### config.mk
export PLATFORM = sky130hd
export DESIGN_NAME = pipeline_stall_ctrl
export DESIGN_NICKNAME = d
export VERILOG_FILES = /design/src/rtl/pipeline_stall_ctrl.sv
export SDC_FILE = /design/constraint.sdc
export NUM_CORES = 1
export LEC_CHECK = 0
export BUFFER_PORTS_ARGS = -buffer_cell sky130_fd_sc_hd__clkbuf_2
export CAP_MARGIN = 20
export CORE_MARGIN = 4
export CORE_UTILIZATION = 30
export DETAILED_ROUTE_END_ITERATION = 8
export GPL_ROUTABILITY_DRIVEN = 0
export PLACE_DENSITY = 0.6
export SYNTH_ARGS = -nofsm -noshare
export SYNTH_HDL_FRONTEND = slang
export SYNTH_SLANG_ARGS = --single-unit
### constraint.sdc
create_clock -name clk -period 5.7 [get_ports clk]
set_input_delay 0.855 -clock clk [delete_from_list [all_inputs] [get_ports clk]]
set_output_delay 0.855 -clock clk [all_outputs]
set_load 0.01 [all_outputs]
### src/rtl/pipeline_stall_ctrl.sv
// Stall/flush sequencer beside the ID/EX boundary: merges memory-wait, mul/div,
// taken-branch and load-use hazards into pipeline enables, bubbles and flushes.
module pipeline_stall_ctrl #(
    parameter int MD_LAT = 4,
    parameter int CNT_W  = 16
) (
    input  logic             clk,
    input  logic             reset,
    input  logic [4:0]       rd_ex,
    input  logic             MemRead_ex,
    input  logic [4:0]       rs1_id,
    input  logic [4:0]       rs2_id,
    input  logic             use_rs1_id,
    input  logic             use_rs2_id,
    input  logic             muldiv_ex,
    input  logic             branch_taken_ex,
    input  logic             dmem_req_mem,
    input  logic             dmem_ready,
    output logic             PCWrite,
    output logic             IF_ID_Write,
    output logic             ID_EX_Write,
    output logic             EX_MEM_Write,
    output logic             IF_ID_Flush,
    output logic             load_delay,
    output logic             ex_bubble,
    output logic             muldiv_done,
    output logic             md_busy,
    output logic [CNT_W-1:0] stall_cycles
);

    localparam int CW = (MD_LAT > 2) ? $clog2(MD_LAT) : 1;
    localparam logic [0:0] ST_RUN     = 1'b0;
    localparam logic [0:0] ST_MD_BUSY = 1'b1;
    // MD_LAT of 1 means mul/div finishes inside the normal EX slot
    localparam bit MD_EN = (MD_LAT >= 2);
    localparam logic [CW-1:0]    MD_INIT = CW'(MD_LAT - 2);
    localparam logic [CNT_W-1:0] CNT_MAX = {CNT_W{1'b1}};

    logic [0:0]       state_r;
    logic [0:0]       state_nxt_s;
    logic [CW-1:0]    md_cnt_r;
    logic [CW-1:0]    md_cnt_nxt_s;
    logic [CNT_W-1:0] stall_cnt_r;

    logic freeze_s;
    logic lu_s;
    logic pc_write_s;
    logic if_id_write_s;
    logic id_ex_write_s;
    logic ex_mem_write_s;
    logic if_id_flush_s;
    logic load_delay_s;
    logic ex_bubble_s;
    logic muldiv_done_s;

    assign freeze_s = dmem_req_mem & ~dmem_ready;
    // x0 is deliberately not excluded: a load to x0 still stalls its consumer
    assign lu_s = MemRead_ex & ((use_rs1_id & (rs1_id == rd_ex)) |
                                (use_rs2_id & (rs2_id == rd_ex)));

    // Hazard priority resolution and next-state selection
    always_comb begin
        pc_write_s     = 1'b1;
        if_id_write_s  = 1'b1;
        id_ex_write_s  = 1'b1;
        ex_mem_write_s = 1'b1;
        if_id_flush_s  = 1'b0;
        load_delay_s   = 1'b0;
        ex_bubble_s    = 1'b0;
        muldiv_done_s  = 1'b0;
        state_nxt_s    = state_r;
        md_cnt_nxt_s   = md_cnt_r;
        if (reset) begin
            state_nxt_s  = ST_RUN;
            md_cnt_nxt_s = '0;
        end else if (freeze_s) begin
            pc_write_s     = 1'b0;
            if_id_write_s  = 1'b0;
            id_ex_write_s  = 1'b0;
            ex_mem_write_s = 1'b0;
        end else if (state_r == ST_MD_BUSY) begin
            if (md_cnt_r != '0) begin
                pc_write_s    = 1'b0;
                if_id_write_s = 1'b0;
                id_ex_write_s = 1'b0;
                ex_bubble_s   = 1'b1;
                md_cnt_nxt_s  = md_cnt_r - CW'(1);
            end else begin
                muldiv_done_s = 1'b1;
                state_nxt_s   = ST_RUN;
            end
        end else if (muldiv_ex && MD_EN) begin
            pc_write_s    = 1'b0;
            if_id_write_s = 1'b0;
            id_ex_write_s = 1'b0;
            ex_bubble_s   = 1'b1;
            state_nxt_s   = ST_MD_BUSY;
            md_cnt_nxt_s  = MD_INIT;
        end else if (branch_taken_ex) begin
            if_id_flush_s = 1'b1;
            load_delay_s  = 1'b1;
        end else if (lu_s) begin
            pc_write_s    = 1'b0;
            if_id_write_s = 1'b0;
            load_delay_s  = 1'b1;
        end else begin
            state_nxt_s = state_r;
        end
    end

    // FSM, mul/div countdown and saturating stall counter
    always_ff @(posedge clk) begin
        if (reset) begin
            state_r     <= ST_RUN;
            md_cnt_r    <= '0;
            stall_cnt_r <= '0;
        end else begin
            state_r  <= state_nxt_s;
            md_cnt_r <= md_cnt_nxt_s;
            if (!pc_write_s && (stall_cnt_r != CNT_MAX)) begin
                stall_cnt_r <= stall_cnt_r + CNT_W'(1);
            end
        end
    end

    assign PCWrite      = pc_write_s;
    assign IF_ID_Write  = if_id_write_s;
    assign ID_EX_Write  = id_ex_write_s;
    assign EX_MEM_Write = ex_mem_write_s;
    assign IF_ID_Flush  = if_id_flush_s;
    assign load_delay   = load_delay_s;
    assign ex_bubble    = ex_bubble_s;
    assign muldiv_done  = muldiv_done_s;
    assign md_busy      = ~reset & (state_r == ST_MD_BUSY);
    assign stall_cycles = stall_cnt_r;

endmodule

Word level (Yosys, flattened, before mapping)
Index checks and enable logic that the tools add are counted.
Storage, ports and cells
  word-level logic and storage cells: 58
  bits in registers: 19
Cells by class
  equality and inequality tests: 4
  reduce and logical (&&, ||, !) cells: 5
  mux-type cells: 35
  bitwise gates (word level): 9
  add/sub/neg operators: 2
Operator list (number)
  1-bit two-way mux: 32
  16-bit by 1-bit adder with 16-bit output (second input constant): 1
  16-bit inequality test (second input constant): 1
  5-bit equality test: 2
  2-bit two-way mux: 3
  1-bit AND: 5
  2-bit nonzero test: 2
  1-bit inverter: 3
  3-bit AND reduction: 1
  2-bit by 1-bit inequality test with 1-bit output (second input constant): 1
  2-bit by 1-bit subtractor with 2-bit output (second input constant): 1
  1-bit logical AND: 1
  1-bit logical NOT: 1
  1-bit bitwise OR: 1

Logic depth before layout (Yosys ltp)
Gate-level depths: netlist (run 1).
  word-level depth: 12
  gate-level depth with buffers: 10

Worst setup path after synthesis (run 1)
OpenSTA, ideal clock, no wires.
  path kind: input port to output port
  start point: input reset
  end point: output PCWrite
  stages: 5
  buffers on the path: 1
  arrival time: 1.747 ns
  path slack: 3.098 ns
  required time: 4.845 ns
  path through: a211oi_2 nand2_1 o32ai_4 nor2_2 buf_4
On the way
  word-level cells in the longest chain between the ends: 1
RTL lines
  start: declaration: RTL line 8  | input logic reset,
  1-bit two-way mux
  end: declaration: RTL line 19  | output logic PCWrite,
Every way passes these cells.

Worst setup path in the final report (run 1)
  start point: input reset
  end point: output PCWrite
On the way
  word-level cells in the longest chain between the ends: 1
RTL lines
  1-bit two-way mux: RTL line 73  | if (reset) begin
Every way passes these cells.

==> run summary, run 1 <==
The flow ran to the end, and the final reports show no timing, DRC or antenna violations. The min-delay analysis places its worst path in the category reg -> reg. The count of flip-flops with a built-in enable after synthesis is 0.

The time the worst path needs with I/O delays and setup is slightly above 3000 ps. The via count of the first global-routing pass came out at about 1100. By instance count, the cell type seen most on the critical path is sky130_fd_sc_hd__clkbuf_2.

Of the available clock period, the critical path in the final layout requires 53.1%. Cells with a size suffix above 1 make up 30.4% of the layout. The fill cell total of the finished layout is between 400 and 500. The most used flip-flop cell after synthesis is sky130_fd_sc_hd__dfxtp_1. The number of distinct library cell variants in the gate-level netlist after synthesis is 37. The die outline area is roughly 0.0049 sq mm. The maximum vdd ir drop is between 0.08 and 0.09 mV. The cell type of the slowest stage on the worst timing path is sky130_fd_sc_hd__o32ai_4. The pin count of the biggest net entering global routing came out at 25.

The placeable core region came out at roughly 0.0037 sq mm. The worst pin sits at a relative slew slack of roughly 52%. The total negative slack for setup checks is 0 ps.

The first global-routing pass estimated between 4000 and 5000 microns of wire. The insertion delay to the later sink of the worst-skew pair came out at between 200 and 300 ps. Post-CTS timing repair inserted 0 buffers for setup. The cts-stage hold buffer count came out at 0. The areal power density over the cells is approximately 200 mW/mm^2.

The post-route worst setup slack is between 2000 and 3000 ps. Yosys attributes the largest share of cell area to sky130_fd_sc_hd__dfxtp_1 (33%), sky130_fd_sc_hd__xnor2_1 (7.5%), sky130_fd_sc_hd__a21oi_1 (6.5%). The endpoint required time on the critical path is approximately 4900 ps. The number of clock sinks seen by CTS is 19. The TritonCTS buffer count came out at 3. The height of the die is about 70 microns.

Dividing the detail-routed wire length by the instance count gives about 11 microns. The total half-perimeter wirelength after legalization and detailed placement is about 2200 microns. The count of max-cap constraint violations came out at 0.

The via-per-instance ratio came out at 4.93. The launching element type of the critical path is an input pin. The final-report max-slew violation count is 0. In this run, post-CTS repair resized a total of 0 instances. Data on the critical path arrives at its endpoint at about 2200 ps. Setup repair after global routing left no endpoint under its margin. The worst setup skew after layout came out at 1.79 ps. The initial utilization of the core area, before any placement, comes to between 30 and 40%. The overflow left after global routing is 0. Ranked by instance count, the synthesized netlist is headed by sky130_fd_sc_hd__dfxtp_1 (19), sky130_fd_sc_hd__a21oi_1 (15), sky130_fd_sc_hd__nor2_1 (14). The static power due to leakage is 0.598 nW.

The peak per-stage delay on the critical path is roughly 340 ps. Traced cell by cell, the critical path runs through clkbuf_2 -> a211oi_2 -> nand2_1 -> o32ai_4 -> nor2_2 -> clkbuf_2. The hold violation total from the final report is 0. The number of antenna violations at the first check in global routing came out at 0. The setup path with the least slack is of type in -> out. In the global route stage, overall resource usage came out at 11.4%. In this run the tool buffered the top-level ports with 48 buffer cells. The number of endpoints failing setup at the final stage is 0.

The library cell with the largest summed area after synthesis is sky130_fd_sc_hd__dfxtp_1. The clock-pin slew on the worst setup and hold paths is around 70 ps. The clock tree from TritonCTS is built. The share of synthesized area occupied by flip-flops and latches came out at 32.7%. The total number of vias is 1192. The share of synthesized registers carrying an async set or reset came out at 0%.

The final layout net count came out at 221. The mapped netlist covers between 0.001 and 0.0015 sq mm. The number of register bits inferred by synthesis is 19. The count of TritonRoute iterations in the first routing pass came out at 4. The antenna diode count came out at 0.

The DRC marker count from the first detailed-route iteration is roughly 70. The total of warnings raised by yosys is 0. The placement-stage worst setup slack is between 2000 and 3000 ps. For the pin with the worst max-slew slack, the measured transition is roughly 720 ps. The tree is rooted in a sky130_fd_sc_hd__clkbuf_8.

The x dimension of the die is 70.2 microns. After technology mapping, the gate count stands at between 100 and 150. The number of design rule violations left after detail routing is 0. The final wirelength is around 2700 microns. STA classifies the critical path endpoint as an output port. The area share of the largest cell type after synthesis is ~33%. The most frequent cell after synthesis is sky130_fd_sc_hd__dfxtp_1. The synthesized net count is roughly 170. The boundary pin count is 49. The layout-stage area growth over the synthesis result came out at 26.9%. The number of nets with antenna violations after detailed routing came out at 0. The maximum frequency from static timing analysis is between 300 and 400 MHz.

Counting along the longest clock path gives a buffer depth of 2. The top fanout value on the critical path came out at 24. The mean post-synth cell area came out at 7.91 sq um. The CTS H-tree depth came out at 1. The floorplan row count is 22.
==> power by group <==
group	internal (mW)	total [mW]	switching (mW)
Combinational	0.0243	0.0555	0.0313
Clock	0.0496	0.0925	0.0429
Sequential	0.137	0.141	0.00403
==> kinds of logic (layout without fill, tap and decap cells) <==
group / count (synthesis) / count (layout) / synth area share [%]
simple gates: 63 / 63 / 28.2
compound gates: 35 / 35 / 19.6
flops: 19 / 19 / 32.7
buf+inv: 13 / 60 / 5.38
xor+xnor: 11 / 11 / 8.29
mux: 4 / 4 / 3.66
fa+ha+maj: 2 / 2 / 2.15
==> worst paths after layout <==
kind / from / endpoint / slack, ps / cells after the start
max: reset / PCWrite / 2670 / 6
min: md_cnt_r[1]$_SDFFE_PP0P_ / md_cnt_r[1]$_SDFFE_PP0P_ / 500 / 2
max reg2reg: md_cnt_r[0]$_SDFFE_PP0P_ / stall_cycles[10]$_SDFFE_PP0P_ / 3340 / 8
min reg2reg: md_cnt_r[1]$_SDFFE_PP0P_ / md_cnt_r[1]$_SDFFE_PP0P_ / 500 / 2
==> per-stage QoR <==
step	power (mW)	instances	utilization (%)	hold slack, ps	area (sq um)
final	0.289	242	39.7	504	1480
after global routing	0.307	242	39.7	514	1480
after CTS	0.293	242	39.7	499	1480
after detailed placement	0.200	238	38.5	482	1430
after global placement	0.199	238	38.5	480	1430
after floorplan	0.180	147	-	455	1160
==> per-layer routing <==
| metal | track usage (%) | routed length (microns) |
|---|---|---|
| met4 | 1.49 | 10 |
| met2 | 18.2 | 1150 |
| met3 | 3.45 | 208 |
| met5 | 0 | 0 |
| met1 | 15.3 | 1380 |
==> area by class of cell <==
cell class	count	area (sq um)	share of cell area (%)
clock buffers	4	45.0	3.05
inverters	8	30.0	2.04
multi-input cells	115	719	48.8
flip-flops and latches	19	380	25.8
well taps	48	60.1	4.07
repair buffers	48	240	16.3
==> layout by cell type, fill, tap and decap left out, types with 6 or more instances in the layout <==
| cell type | n |
|---|---|
| sky130_fd_sc_hd__a21oi_1 | 15 |
| sky130_fd_sc_hd__clkbuf_2 | 48 |
| sky130_fd_sc_hd__dfxtp_1 | 19 |
| sky130_fd_sc_hd__inv_1 | 8 |
| sky130_fd_sc_hd__nand2_1 | 12 |
| sky130_fd_sc_hd__nand3_1 | 6 |
| sky130_fd_sc_hd__nand4_1 | 7 |
| sky130_fd_sc_hd__nor2_1 | 14 |
| sky130_fd_sc_hd__o21ai_0 | 9 |
| sky130_fd_sc_hd__or3_1 | 7 |
| sky130_fd_sc_hd__xnor2_1 | 10 |
==> critical path, delay by kind of cell <==
kind	cells	cell delay, ps
and+or+nand+nor	2	230
buffers and inverters	2	430
AOI/OAI and AO/OA	2	650
==> flip-flops by register name (all words and copies together) (netlist names) <==
register      flops
md_cnt_r          2
stall_cycles     16
state_r           1
Power figures use the tool's default switching activity.
==> run 2, diff against run 1 <==
- ABC_AREA: default -> 1
- PLACE_DENSITY: 0.6 -> 0.58
- clock period: 5.7 -> 2.8 ns (I/O delays scaled with it)
==> run 2 against run 1 <==
Against the previous run: sequential share of layout area shrank 3.9 points; cell area increased by 18%; clock power grew 110%; register-to-register slack lost 2500 ps; combinational power up 110%; sequential cell count unchanged; core utilization shrank 0.83 points.
==> run summary, run 2 <==
The number of register bits inferred by synthesis is 19 (unchanged). The maximum vdd ir drop came to 0.160 mV (+83%). The final layout net count is 300 (+36%). The synthesized design spends more area on one cell type than any other, namely sky130_fd_sc_hd__dfxtp_1.

The buffering stage count on the worst path with inverters included is 3 (+1). The combined global-route utilization of all metal layers is 12.8% (+1.4 points). The x dimension of the die came to 76.7 microns (+9.2%). The maximum number of buffers from clock root to sink was 2 (unchanged).

Relative to the synthesized area, the layout overhead comes to 22.7%. The arrival time at the worst endpoint is 1680 ps (-490 ps). The height of the die came out at 76.7 microns (+9.2%). The DRC marker count from the first detailed-route iteration came out at 90 (+25%).

The static power due to leakage came out at 0.830 nW (+39%). The cell seen most often among critical-path stages is sky130_fd_sc_hd__inv_1. The via count of the first global-routing pass is 1473 (+32%). The via-per-instance ratio came to 4.64 (-5.9%). The share of layout cells above drive strength 1 came to 27.8% (-2.6 points). Clock tree synthesis selected as its root buffer the cell sky130_fd_sc_hd__clkbuf_8.

The share of synthesized area occupied by flip-flops and latches is 26.8% (-5.9 points). The class of the tightest hold or removal check is reg -> reg. The total half-perimeter wirelength after legalization and detailed placement came out at 2740 microns (+27%). The number of clock sinks seen by CTS came out at 19 (unchanged). The total power came out at 0.597 mW (+110%). The die outline area came out at 0.00589 sq mm (+19%). The fill cell total of the finished layout is 479 (+17%). The count of TritonRoute iterations in the first routing pass came out at 4 (unchanged). The initial core utilization is 31.7% (+0.40 points). The boundary pin count is 49 (unchanged). The TritonCTS buffer count is 3 (unchanged). The buffers inserted during post-CTS setup optimization is 0 (unchanged).

The worst path uses roughly three quarters of the clock period. The number of nets with antenna violations after detailed routing is 0 (unchanged). After synthesis, the cell types taking the most area are sky130_fd_sc_hd__dfxtp_1 (27%), sky130_fd_sc_hd__nand2_1 (17%), sky130_fd_sc_hd__nand3_1 (9.2%). The most frequently used flop master after synthesis is sky130_fd_sc_hd__dfxtp_1. The mean post-synth cell area came to 6.27 sq um (-21%). The critical path capture point type is an output port. The post-route worst setup slack came out at 696 ps (-1980 ps). The netlist area before placement is 0.00142 sq mm (+22%). The areal power density over the cells came out at 344 mW/mm^2 (+76%).

Sorting the synthesized cells by how often they occur yields sky130_fd_sc_hd__nand2_1 (65), sky130_fd_sc_hd__inv_1 (29), sky130_fd_sc_hd__nand3_1 (26). The endpoint required time on the critical path is 2380 ps (-2470 ps). The peak per-stage delay on the critical path is 320 ps (-20 ps). The cell count after synthesis came to 226 (+54%).

The total negative slack for setup checks came to 0 ps (unchanged). The floorplan row count came out at 24 (+9.1%). The number of distinct library cell variants in the gate-level netlist after synthesis is 27 (-27%).

Leaving out fill and tap cells, the most frequent cell in the layout is sky130_fd_sc_hd__nand2_1. The critical path goes through inv_1 -> ha_1 -> a21oi_1 -> o21ai_1 -> nand2_2 -> inv_1 -> clkbuf_2. The CTS H-tree depth came out at 1 (unchanged).

The final-report max-slew violation count was 0 (unchanged). The antenna diode count came out at 0 (unchanged). The critical path class is reg -> out. The cell type of the slowest stage on the worst timing path is sky130_fd_sc_hd__dfxtp_1. The worst setup skew after layout came out at 1.56 ps (-0.227 ps). Grouping stages by cell kind, the critical path spends the most delay in flip-flops. The top fanout value on the critical path is 18 (-25%).

The total number of vias is 1507 (+26%). Setup repair after global routing left no endpoint under its margin. The wire length of the first global-routing pass is 6460 microns (+35%). The flip-flop count of the largest register after layout is 16 (unchanged).

The synthesized net count came out at 252 (+46%). The maximum frequency from static timing analysis is roughly 480 MHz. The count of max-cap constraint violations was 0 (unchanged).

The final routed wire length divided by cell count was 10.7 microns (-5.9%). The actual slew at the worst max-slew pin is 440 ps (-282 ps). The flow ran to the end, and the final reports show no timing, DRC or antenna violations.

The number of antenna violations at the first check in global routing was 0 (unchanged). The number of endpoints failing setup at the final stage is 0 (unchanged). The number of resized instances in the post-cts repair step came out at 0 (unchanged). The area share of the largest cell type after synthesis is 26.8% (-5.9 points). Among all cell types in the netlist, the one instantiated most often is sky130_fd_sc_hd__nand2_1.

The placeable core region came to 0.00447 sq mm (+20%). The hold violation total from the final report was 0 (unchanged). The total of warnings raised by yosys was 0 (unchanged). The share of synthesized registers carrying an async set or reset came out at 0% (unchanged). In the layout the commonest cells are sky130_fd_sc_hd__nand2_1 (65), sky130_fd_sc_hd__clkbuf_2 (48), sky130_fd_sc_hd__inv_1 (29). The pin count of the biggest net entering global routing is 22 (-12%). The count of input and output buffers is 48 (unchanged). The placement-stage worst setup slack came out at 788 ps (-1870 ps). The final wirelength came out at 3470 microns (+26%). The overflow left after global routing was 0 (unchanged).

The launching element type of the critical path is a flop. The clock-pin slew on the worst setup and hold paths came out at 70 ps (about the same). The count of flip-flops with a built-in enable after synthesis is 0 (unchanged). TritonCTS built the clock tree.

The cts-stage hold buffer count came out at 0 (unchanged). The insertion delay to the later sink of the worst-skew pair is 260 ps (about the same). The number of design rule violations left after detail routing is 0 (unchanged). The smallest clock period supported by the final layout is computed as about 2100 ps.

The remaining max-slew budget at the tightest pin came out at 70.5% (+19 points).
==> run 2: cell types whose count changed in the layout (fill, tap and decap cells not counted), moves of 5 or more <==
cell and change:
sky130_fd_sc_hd__nand2_1 +53, sky130_fd_sc_hd__inv_1 +21, sky130_fd_sc_hd__nand3_1 +20, sky130_fd_sc_hd__a21oi_2 +10, sky130_fd_sc_hd__xor2_1 +9, sky130_fd_sc_hd__o21ai_0 -8, sky130_fd_sc_hd__nor2_1 +7, sky130_fd_sc_hd__or3_1 -7
sky130_fd_sc_hd__xnor2_1 -7, sky130_fd_sc_hd__inv_2 +6, sky130_fd_sc_hd__a21oi_1 -5, sky130_fd_sc_hd__nand4_1 -5
==> run 2: worst min-delay path: stages (launching register included) <==
cell                      delay, ps
sky130_fd_sc_hd__dfxtp_1        300
sky130_fd_sc_hd__inv_1           60
sky130_fd_sc_hd__a21oi_1         60
==> run 2: cell type report <==
class                   count  area (sq um)  share of cell area [%]
clock buffers               4          45.0                    2.59
inverters                  35           131                    7.55
multi-input cells         166           870                    50.0
flip-flops and latches     19           380                    21.9
well taps                  52          65.1                    3.74
repair buffers             49           248                    14.2
==> run 2: final timing paths <==
check | start | to | slack [ps] | cells after the start
setup / recovery | md_cnt_r[0]$_SDFFE_PP0P_ | IF_ID_Write | 700 | 7
hold reg to reg | md_cnt_r[1]$_SDFFE_PP0P_ | md_cnt_r[1]$_SDFFE_PP0P_ | 470 | 2
hold / removal | md_cnt_r[1]$_SDFFE_PP0P_ | md_cnt_r[1]$_SDFFE_PP0P_ | 470 | 2
setup reg to reg | stall_cycles[0]$_SDFFE_PP0P_ | stall_cycles[15]$_SDFFE_PP0P_ | 830 | 9
==> run 2: logic make-up (layout without fill, tap and decap cells) <==
logic type | after synthesis | count (layout) | share of synthesized area [%]
compound gates | 24 | 24 | 11.4
xor+xnor | 13 | 13 | 8.03
fa+ha+maj | 2 | 2 | 1.76
buf+inv | 41 | 88 | 11.8
flops | 19 | 19 | 26.8
simple gates | 127 | 127 | 40.2
==> run 2: power by group <==
group          leakage (nW)  total (mW)  switching (mW)  internal (mW)
clock                0.0228       0.195          0.0935          0.101
combinational         0.653       0.119          0.0745         0.0441
sequential            0.154       0.284         0.00639          0.278
total                 0.830       0.597           0.174          0.423
==> run 2: stage by stage <==
step	hold WS, ps	utilization (%)	std cells	area, sq um
after detailed placement	457	37.9	321	1690
after global routing	478	38.9	325	1740
final	466	38.9	325	1740
after floorplan	433	-	226	1420
after global placement	456	37.9	321	1690
after CTS	467	38.9	325	1740
==> run 2: layer usage <==
metal	global-route usage (%)	share of wire, %
met3	3.40	5.1
met5	0	0
met4	1.63	0.43
met1	16.4	47
met2	22.0	48
==> run 3, diff against run 2 <==
- PLACE_DENSITY: 0.58 -> 0.6
- clock period: 2.8 -> 1.9 ns (I/O delays scaled with it)
==> run 3 against run 2 <==
Against the previous run: core utilization is 1.9 points higher; register-to-register slack worse by 590 ps; sequential cell count stayed put; count of clock-buffer cells in the layout stayed put.
==> run summary, run 3 (synthesis gave the netlist of run 2 again) <==
The via-per-instance ratio is 4.56 (-1.6%). The library cell used most frequently in the layout, excluding fill and tap cells, is sky130_fd_sc_hd__nand2_1. The top fanout value on the critical path is 6 (-12). The share of layout cells above drive strength 1 came out at 30.7% (+2.9 points).

The post-route worst setup slack is 150 ps (-546 ps). Setup repair after global routing left no endpoint under its margin. The TritonCTS buffer count is 3 (unchanged). The placement-stage worst setup slack is 269 ps (-519 ps).

The cts-stage hold buffer count came out at 0 (unchanged). The actual slew at the worst max-slew pin came out at 297 ps (-143 ps). The placeable core region came out at 0.00447 sq mm (unchanged). The flip-flop count of the largest register after layout was 16 (unchanged). The maximum vdd ir drop came out at 0.263 mV (+64%). The x dimension of the die came out at 76.7 microns (unchanged).

The die outline area came out at 0.00589 sq mm (unchanged). The clock tree from TritonCTS is built. The count of max-cap constraint violations is 0 (unchanged). The sequential group share of total power is 46.4% (-1.1 points). The total number of vias came out at 1528 (+1.4%). The number of endpoints failing setup at the final stage came out at 0 (unchanged). The cell-internal power came out at 0.636 mW (+50%).

The antenna diode count is 0 (unchanged). The height of the die was 76.7 microns (unchanged). Counting I/O delays and the setup requirement, the final critical path takes between 1500 and 2000 ps. The total power came out at 0.897 mW (+50%). The endpoint required time on the critical path is 1620 ps (-760 ps). The run finished with clean final reports.

The cell family contributing the most delay on the critical path is flip-flops. The number of clock sinks seen by CTS was 19 (unchanged). The areal power density over the cells came to 492 mW/mm^2 (+43%). The count of input and output buffers came out at 48 (unchanged). The remaining max-slew budget at the tightest pin is 80.2% (+9.7 points). The static power due to leakage was 0.884 nW (+6.5%). The final wirelength came out at 3750 microns (+8.3%). The CTS H-tree depth came out at 1 (unchanged). The share of total power in combinational logic came out at 21.9% (+2.0 points). The boundary pin count came to 49 (unchanged). The top cell types in the final layout, fill and taps aside, are sky130_fd_sc_hd__nand2_1 (65), sky130_fd_sc_hd__clkbuf_2 (48), sky130_fd_sc_hd__inv_1 (29). The final-report max-slew violation count is 0 (unchanged). The floorplan row count was 24 (unchanged). The clock group share of total power was 31.7% (-0.9 points). The switching power share of the total is 29.2% (about the same). The number of design rule violations left after detail routing came out at 0 (unchanged). The worst setup path is launched from a flop.

The count of placed standard cells including taps is 329 (+2.5%). The buffering stage count on the worst path with inverters included is 2 (-1). The insertion delay to the later sink of the worst-skew pair is 260 ps (about the same). The total half-perimeter wirelength after legalization and detailed placement is 2960 microns (+8.3%). The min-delay analysis places its worst path in the category in -> reg. The buffer type at the clock tree root is sky130_fd_sc_hd__clkbuf_8. The critical path capture point type is an output port. The maximum frequency from static timing analysis is around 570 MHz. The net switching component of the power came out at 0.262 mW (+50%). The DRC marker count from the first detailed-route iteration is 68 (-24%). The total negative slack for setup checks is 0 ps (unchanged). The area growth from synthesis to layout is 28.6%. The count of TritonRoute iterations in the first routing pass is 4 (unchanged).

The post-route clock period utilization is roughly 92%. The maximum number of buffers from clock root to sink came out at 2 (unchanged). The count of placed standard cells in the final layout, fillers left out came out at 335 (+3.1%). The final layout net count is 310 (+3.3%). The via count of the first global-routing pass came out at 1394 (-5.4%). The worst setup skew after layout is 6.53 ps (+4.97 ps). The arrival time at the worst endpoint is 1460 ps (-220 ps). The initial core utilization was 31.7% (unchanged).

The critical path goes through inv_1 -> ha_1 -> a21oi_1 -> nand2_1 -> nor2_1 -> clkbuf_2. The peak per-stage delay on the critical path came out at 310 ps (about the same). The pin count of the biggest net entering global routing came to 22 (unchanged). The clock-pin slew on the worst setup and hold paths came out at 70 ps (about the same). The combined global-route utilization of all metal layers was 12.7% (-0.10 points). The number of antenna violations at the first check in global routing is 0 (unchanged). The wire length of the first global-routing pass came out at 6300 microns (-2.5%).

The hold violation total from the final report is 0 (unchanged). Among all stages on the critical path, the largest delay is contributed by sky130_fd_sc_hd__dfxtp_1. The number of nets with antenna violations after detailed routing came to 0 (unchanged). The final routed wire length divided by cell count came out at 11.2 microns (+5.0%).

The overflow left after global routing is 0 (unchanged). The worst setup path is of the reg -> out kind.
[run 3: layout make-up]
type | count | area (sq um)
multi-input cells | 166 | 878
well taps | 52 | 65.1
flip-flops and latches | 19 | 380
clock buffers | 4 | 45.0
repair buffers | 59 | 323
inverters | 35 | 131
fillers | 478 | 2650
[run 3: what timing repair did]
action / in CTS / in global routing
gates resized for setup: 0 / 2
setup buffers: 0 / 2
endpoints found under the setup margin: 0 / 2
[run 3: routing by layer]
layer,vias to the layer above,GRT usage [%],wire length (microns),share of wire [%]
met4,0,3.26,31,0.83
li1,824,-,-,-
met1,670,16.2,1810,48
met3,2,3.28,154,4.1
met2,32,21.3,1760,47
met5,-,0,0,0
[run 3: path summary, 6_finish.rpt]
| check | from | to | slack [ps] | depth (start not counted) |
|---|---|---|---|---|
| worst min-delay path | reset | md_cnt_r[1]$_SDFFE_PP0P_ | 340 | 4 |
| worst max register to register | stall_cycles[1]$_SDFFE_PP0P_ | stall_cycles[0]$_SDFFE_PP0P_ | 240 | 9 |
| worst max-delay path | md_cnt_r[0]$_SDFFE_PP0P_ | ex_bubble | 150 | 6 |
| worst min register to register | md_cnt_r[1]$_SDFFE_PP0P_ | md_cnt_r[1]$_SDFFE_PP0P_ | 460 | 2 |
[run 3: power by group through the flow]
stage	Sequential [mW]	Combinational, mW	Clock, mW
after floorplan	0.427	0.117	0
after CTS	0.417	0.189	0.302
after global routing	0.418	0.221	0.313
after global placement	0.425	0.186	0
final	0.417	0.196	0.284
after detailed placement	0.426	0.187	0
[run 3: stage by stage]
step / hold slack [ps] / area (sq um) / utilization, %
after floorplan: 363 / 1420 / -
after global placement: 453 / 1750 / 39.2
after detailed placement: 456 / 1750 / 39.2
after CTS: 324 / 1800 / 40.2
after global routing: 362 / 1820 / 40.7
final: 340 / 1820 / 40.7
[run 3: tightest hold or removal path, cell delays in order]
cell and delay (ps):
sky130_fd_sc_hd__clkbuf_2 100, sky130_fd_sc_hd__inv_2 60, sky130_fd_sc_hd__o21ai_0 70, sky130_fd_sc_hd__a21oi_1 40
